===== src/rtl/if_fetch_ctrl_pkg.sv =====
// if_fetch_ctrl_pkg: shared fetch-stage types, pcsource encodings and reset vector
package if_fetch_ctrl_pkg;
    localparam logic [31:0] RESET_PC = 32'h0000_0000;
    typedef enum logic [1:0] {PCS_PC4, PCS_BPC, PCS_JPC, PCS_RST} pcsource_e;
    typedef enum logic [1:0] {IDLE, REQ, HOLD, DRAIN} fetch_state_e;
endpackage


===== src/rtl/if_fetch_ctrl_if.sv =====
// if_fetch_ctrl_if: instruction-memory read handshake plus decode-facing valid/ready bundle
interface if_fetch_ctrl_if;
    logic        imem_req, imem_ack, out_valid, out_ready;
    logic [31:0] imem_addr, imem_rdata, out_inst, out_pc, out_pc4;
    modport master(
        output imem_req, imem_addr, out_valid, out_inst, out_pc, out_pc4,
        input  imem_ack, imem_rdata, out_ready
    );
    modport slave(
        input  imem_req, imem_addr, out_valid, out_inst, out_pc, out_pc4,
        output imem_ack, imem_rdata, out_ready
    );
endinterface


===== src/rtl/if_fetch_ctrl_next_pc_mux.sv =====
// if_fetch_ctrl_next_pc_mux: 4:1 next-PC select, shared with the single-cycle datapath
module if_fetch_ctrl_next_pc_mux
    import if_fetch_ctrl_pkg::*;
#(
    parameter logic [31:0] RST_PC = RESET_PC
) (
    input  logic [31:0] pc,
    input  logic [31:0] bpc,
    input  logic [31:0] jpc,
    input  pcsource_e   sel,
    output logic [31:0] npc
);
    always_comb npc = sel == PCS_BPC ? bpc : sel == PCS_JPC ? jpc : sel == PCS_RST ? RST_PC : pc + 32'd4;
endmodule


===== src/rtl/if_fetch_ctrl.sv =====
// if_fetch_ctrl: fetch sequencer owning the PC; issues imem reads and registers
// fetched words toward decode, discarding responses made stale by redirects.
module if_fetch_ctrl
    import if_fetch_ctrl_pkg::*;
(
    input  logic                   clk,
    input  logic                   clr,
    input  logic                   redirect,
    input  logic [1:0]             pcsource,
    input  logic [31:0]            bpc,
    input  logic [31:0]            jpc,
    if_fetch_ctrl_if.master        fb
);
    fetch_state_e state, state_nxt;
    logic [31:0]  pc, pc_nxt, mux_pc;
    logic         eff, accept, take;
    if_fetch_ctrl_next_pc_mux #(.RST_PC(RESET_PC)) u_mux (
        .pc(pc), .bpc(bpc), .jpc(jpc),
        .sel(eff ? pcsource_e'(pcsource) : PCS_PC4),
        .npc(mux_pc)
    );
    always_comb begin
        eff       = redirect && pcsource != 2'd0;
        accept    = fb.out_valid && fb.out_ready;
        take      = state == REQ && fb.imem_ack && !eff;
        pc_nxt    = (eff || (state == HOLD && accept)) ? mux_pc : pc;
        state_nxt = state;
        case (state)
            IDLE:    state_nxt = REQ;
            REQ:     state_nxt = fb.imem_ack ? (eff ? REQ : HOLD) : (eff ? DRAIN : REQ);
            HOLD:    state_nxt = (eff || accept) ? REQ : HOLD;
            DRAIN:   state_nxt = fb.imem_ack ? REQ : DRAIN;
            default: state_nxt = IDLE;
        endcase
    end
    always_ff @(posedge clk) state <= clr ? IDLE : state_nxt;
    // imem_addr only moves when a fresh request starts, so it is stable while waiting for ack
    always_ff @(posedge clk) begin
        if (clr) begin
            pc           <= RESET_PC;
            fb.imem_req  <= 1'b0;
            fb.imem_addr <= RESET_PC;
            fb.out_valid <= 1'b0;
            fb.out_inst  <= '0;
            fb.out_pc    <= '0;
            fb.out_pc4   <= 32'd4;
        end else begin
            pc          <= pc_nxt;
            fb.imem_req <= state_nxt == REQ || state_nxt == DRAIN;
            if (state_nxt == REQ) fb.imem_addr <= pc_nxt;
            if (take) begin
                fb.out_valid <= 1'b1;
                fb.out_inst  <= fb.imem_rdata;
                fb.out_pc    <= pc;
                fb.out_pc4   <= pc + 32'd4;
            end else if (state == HOLD && (eff || accept)) begin
                fb.out_valid <= 1'b0;
            end
        end
    end
endmodule


===== src/flat_wrapper.sv =====
// flat-port wrapper written by rule: the top's interface ports become plain ports
module if_fetch_ctrl_flat import if_fetch_ctrl_pkg::*;
  (clk, clr, redirect, pcsource, bpc, jpc, fb_imem_req, fb_imem_addr, fb_out_valid, fb_out_inst, fb_out_pc, fb_out_pc4, fb_imem_ack, fb_imem_rdata, fb_out_ready);
  if_fetch_ctrl_if fb_i ();
  input  logic clk;
  input  logic clr;
  input  logic redirect;
  input  logic [1:0] pcsource;
  input  logic [31:0] bpc;
  input  logic [31:0] jpc;
  output wire logic [$bits(fb_i.imem_req)-1:0] fb_imem_req;
  output wire logic [$bits(fb_i.imem_addr)-1:0] fb_imem_addr;
  output wire logic [$bits(fb_i.out_valid)-1:0] fb_out_valid;
  output wire logic [$bits(fb_i.out_inst)-1:0] fb_out_inst;
  output wire logic [$bits(fb_i.out_pc)-1:0] fb_out_pc;
  output wire logic [$bits(fb_i.out_pc4)-1:0] fb_out_pc4;
  input wire logic [$bits(fb_i.imem_ack)-1:0] fb_imem_ack;
  input wire logic [$bits(fb_i.imem_rdata)-1:0] fb_imem_rdata;
  input wire logic [$bits(fb_i.out_ready)-1:0] fb_out_ready;
  assign fb_imem_req = fb_i.imem_req;
  assign fb_imem_addr = fb_i.imem_addr;
  assign fb_out_valid = fb_i.out_valid;
  assign fb_out_inst = fb_i.out_inst;
  assign fb_out_pc = fb_i.out_pc;
  assign fb_out_pc4 = fb_i.out_pc4;
  assign fb_i.imem_ack = fb_imem_ack;
  assign fb_i.imem_rdata = fb_imem_rdata;
  assign fb_i.out_ready = fb_out_ready;
  if_fetch_ctrl u_core (.clk(clk), .clr(clr), .redirect(redirect), .pcsource(pcsource), .bpc(bpc), .jpc(jpc), .fb(fb_i));
endmodule

===== config.mk =====
export PLATFORM = sky130hd
export DESIGN_NAME = if_fetch_ctrl_flat
export DESIGN_NICKNAME = d
export VERILOG_FILES = /design/src/rtl/if_fetch_ctrl_pkg.sv /design/src/rtl/if_fetch_ctrl_if.sv /design/src/rtl/if_fetch_ctrl_next_pc_mux.sv /design/src/rtl/if_fetch_ctrl.sv /design/src/flat_wrapper.sv
export SDC_FILE = /design/constraint.sdc
export NUM_CORES = 1
export LEC_CHECK = 0
export CAP_MARGIN = 20
export CORE_MARGIN = 5
export CORE_UTILIZATION = 42
export DETAILED_ROUTE_END_ITERATION = 8
export MAX_ROUTING_LAYER = met4
export PLACE_DENSITY = 0.74
export SLEW_MARGIN = 20
export SYNTH_ARGS = -nofsm -noshare
export SYNTH_HDL_FRONTEND = slang
export SYNTH_SLANG_ARGS = --single-unit
export TNS_END_PERCENT = 50

===== constraint.sdc =====
create_clock -name clk -period 2.5 [get_ports clk]
set_input_delay 0.5 -clock clk [delete_from_list [all_inputs] [get_ports clk]]
set_output_delay 0.5 -clock clk [all_outputs]
set_load 0.005 [all_outputs]

==> impl_results.md, run 1 <==
* Status: finished clean
* Internal Pwr Total at approximately 4.8 mW
* GP Congestion at 0.992
* Final Net Count at ~1300
* Final core utilization at 0.625
* Vias/cell at about 5.5
* Required time worst endpoint at between 2 and 3 ns
* Post-CTS setup buffer count at 0
* P_leak at between 3 and 4 nW
* DRT antenna net count at 0
* Asr flop ratio synth at 0
* Gr usage total at 0.252
* Overall Power at about 6.5 mW
* FMAX at 418 MHz
* Clock power share at 0.388
* Mapped Cells at a little over 900
* Tightest Pin Transition at about 0.57 ns
* Post-cts hold buffer count at 0
* Seq/Total Area, Yosys at 0.442
* Worst setup margin at 0.108 ns
* HPWL after detailed placement at roughly 19000 um
* Setup violations, final at 0
* Sequential share of power at 0.438
* Global-route wire length before repair at ~39000 um
* Max incr delay on CP at 0.56 ns
* Total gr overflow at 0
* Initial drt markers at 743
* Post_cts resized at 0
* Top cells by area, synth: dfxtp_1 44%, nand2_1 9.2%, a21oi_1 7.7%
* TritonRoute pass-1 iters at 6
* CP max FO at 7
* CTS max path bufs at 2
* CP dominant cell by count: a21oi_1
* Switch share at 0.258
* Vias in the first global route at ~7000
* RSZ-0062 raised after global routing: no
* Core Box Area at ~17000 um^2
* Routed WL per cell at 18.2 um
* Synthesis-to-finish area growth at 47.4%
* Chip height at roughly 140 um
* Most frequent cell after synthesis: nand2_1
* Primary FF master, synth: dfxtp_1
* #FFs+latches synth at between 150 and 200
* Combinational group share of total power at 0.174
* Drt drc at 0
* Post-Route WL at between 20000 and 30000 um
* Setup CP Type: flip-flop to flip-flop
* Post-layout min period at 2.39 ns
* Max cap viols at 0
* Ant. Diodes at 0
* Startpoint Class: flip-flop
* Yosys top cell area share at 0.442
* Starting Density at 0.424
* Max IR drop VDD at 0.479 mV
* Row cnt at 48
* Vias at between 7000 and 8000
* DIE WIDTH at around 140 um
* Final Hold Fails at 0
* Antenna violations before repair at 0
* Die area at around 20000 um^2
* Top post-synthesis cells by count: 178 x nand2_1, 161 x dfxtp_1, 112 x a21oi_1
* Yosys cell types at 67
* Final period util at 0.957
* Fin. max-slew vios at 0
* Psw at 1.66 mW
* TritonCTS clock tree: done
* # IOs at approximately 230
* H-tree levels at 4
* Netlist Area Pre-Place at approximately 7300 um^2
* Pin count of the biggest net entering global routing at 94
* EDFF count, synth at 0
* Pre-CTS setup slack at -0.266 ns
* Synth warn at 0
* Total CTS buffers at 17
* CTS clk-pin slew, worst paths at 0.07 ns
* CP max-delay cell: nor3_1
* Critical Path, Cell by Cell: and4_1 -> nand4_2 -> nor3_1 -> a21oi_1 -> a21oi_1 -> a211oi_1
* Syn_nets at just over 1000
* Clock Sink Count at 161
* Hold Crit Class: input pin to flip-flop
* Pwr per Cell Area at 602 nW/um^2
* IO Port Bufs at 232
* Critical path capture point type: flip-flop
* Dominant cell type by area after synthesis: dfxtp_1
* Slew margin rel. at 0.621
* Skew final at approximately 0.012 ns
* Share of cells above drive strength 1 at 0.110
* Crit path DAT at between 2 and 3 ns
* Root Buffer: clkbuf_16
* Insertion delay to the later sink of the worst-skew pair at 0.42 ns
* Synthesized area per cell at slightly below 8 um^2
power by group through the flow:
stage               registers [mW]  clock network, mW  logic [mW]
floorplan                     2.86                  0       0.481
global route                  2.84               2.66        1.21
global placement              2.88                  0        1.10
CTS                           2.83               2.53        1.12
detailed placement            2.88                  0        1.11
finish                        2.83               2.51        1.12
final timing paths:
check,from,endpoint,slack [ns],cells past startpoint
worst max-delay path,u_core.pc[8],u_core.fb.imem_addr[21],0.11,6
worst min-delay path,clr,u_core.fb.imem_addr[3],0.42,2
worst max register to register,u_core.pc[8],u_core.fb.imem_addr[21],0.11,6
worst min register to register,u_core.fb.out_pc[7],u_core.fb.out_pc[7],0.45,2
logic make-up after synthesis:
logic type / after synthesis / share of synthesized area
AND/OR/NAND/NOR: 380 / 0.238
AO/OA/AOI/OAI: 252 / 0.221
flip-flops: 161 / 0.442
buffers and inverters: 90 / 0.0534
XOR/XNOR: 34 / 0.0409
adder cells (fa/ha/maj): 2 / 0.00343
flip-flops by register name (all words and copies together) (netlist names):
register and count:
u_core.fb.imem_addr 32, u_core.fb.out_inst 32, u_core.fb.out_pc 30, u_core.fb.out_pc4 32
u_core.fb.out_valid 1, u_core.pc 32, u_core.state 2
through the flow:
stage | instance area, um^2 | hold WS [ns] | instances | setup TNS, ns
after floorplan | 7290 | 0.432 | 919 | 0
after global placement | 10200 | 0.441 | 1366 | -3.96
after detailed placement | 10200 | 0.446 | 1366 | -6.25
after CTS | 10700 | 0.399 | 1398 | 0
after global routing | 10700 | 0.415 | 1398 | 0
final | 10700 | 0.415 | 1398 | 0
cells in the final DEF, fill, tap and decap left out, types with 5 or more instances in the layout:
master           instances
a211oi_1                47
a21oi_1                112
a22o_1                   8
a22oi_1                 14
a311oi_1                 5
and3_1                   6
buf_12                   6
buf_4                   67
clkbuf_16               17
clkdlybuf4s50_1        231
dfxtp_1                161
inv_1                    6
nand2_1                178
nand2b_1                 5
nand3_1                 16
nand4_1                  6
nor2_1                 109
nor2b_1                  7
nor3_1                   8
nor4_1                   7
o21a_1                   7
o21ai_0                 23
xnor2_1                 19
xor2_1                  15
metal layers:
layer	up-vias	GRT usage	part of all wire
li1	3675	-	-
met1	3523	0.343	0.43
met2	435	0.380	0.45
met3	68	0.0452	0.095
met4	0	0.0854	0.028
met5	-	-	0
critical path, delay by kind of cell (launching register included):
kind,cells,cell delay [ns]
simple gates,3,1.21
compound gates,3,0.60
flops,1,0.47
final cells by class:
class | instances | area [um^2]
Fill cell | 1548 | 6440
Multi-Input combinational cell | 668 | 3690
Sequential cell | 161 | 3220
Timing Repair Buffer | 304 | 2940
Clock buffer | 25 | 495
Tap cell | 225 | 282
Clock inverter | 7 | 75.1
Inverter | 8 | 30.0
Note: power is estimated with default switching activity, not from simulation.
==> inputs of run 2 (changes only) <==
SLEW_MARGIN = 5   (was 20)
==> results of run 2 <==
Same layout as run 1: the final DEF is identical, and so are final timing and power.
==> inputs of run 3 (changes only) <==
TNS_END_PERCENT = unset   (was 50)
==> results of run 3 <==
Same layout as run 1: the final DEF is identical, and so are final timing and power.
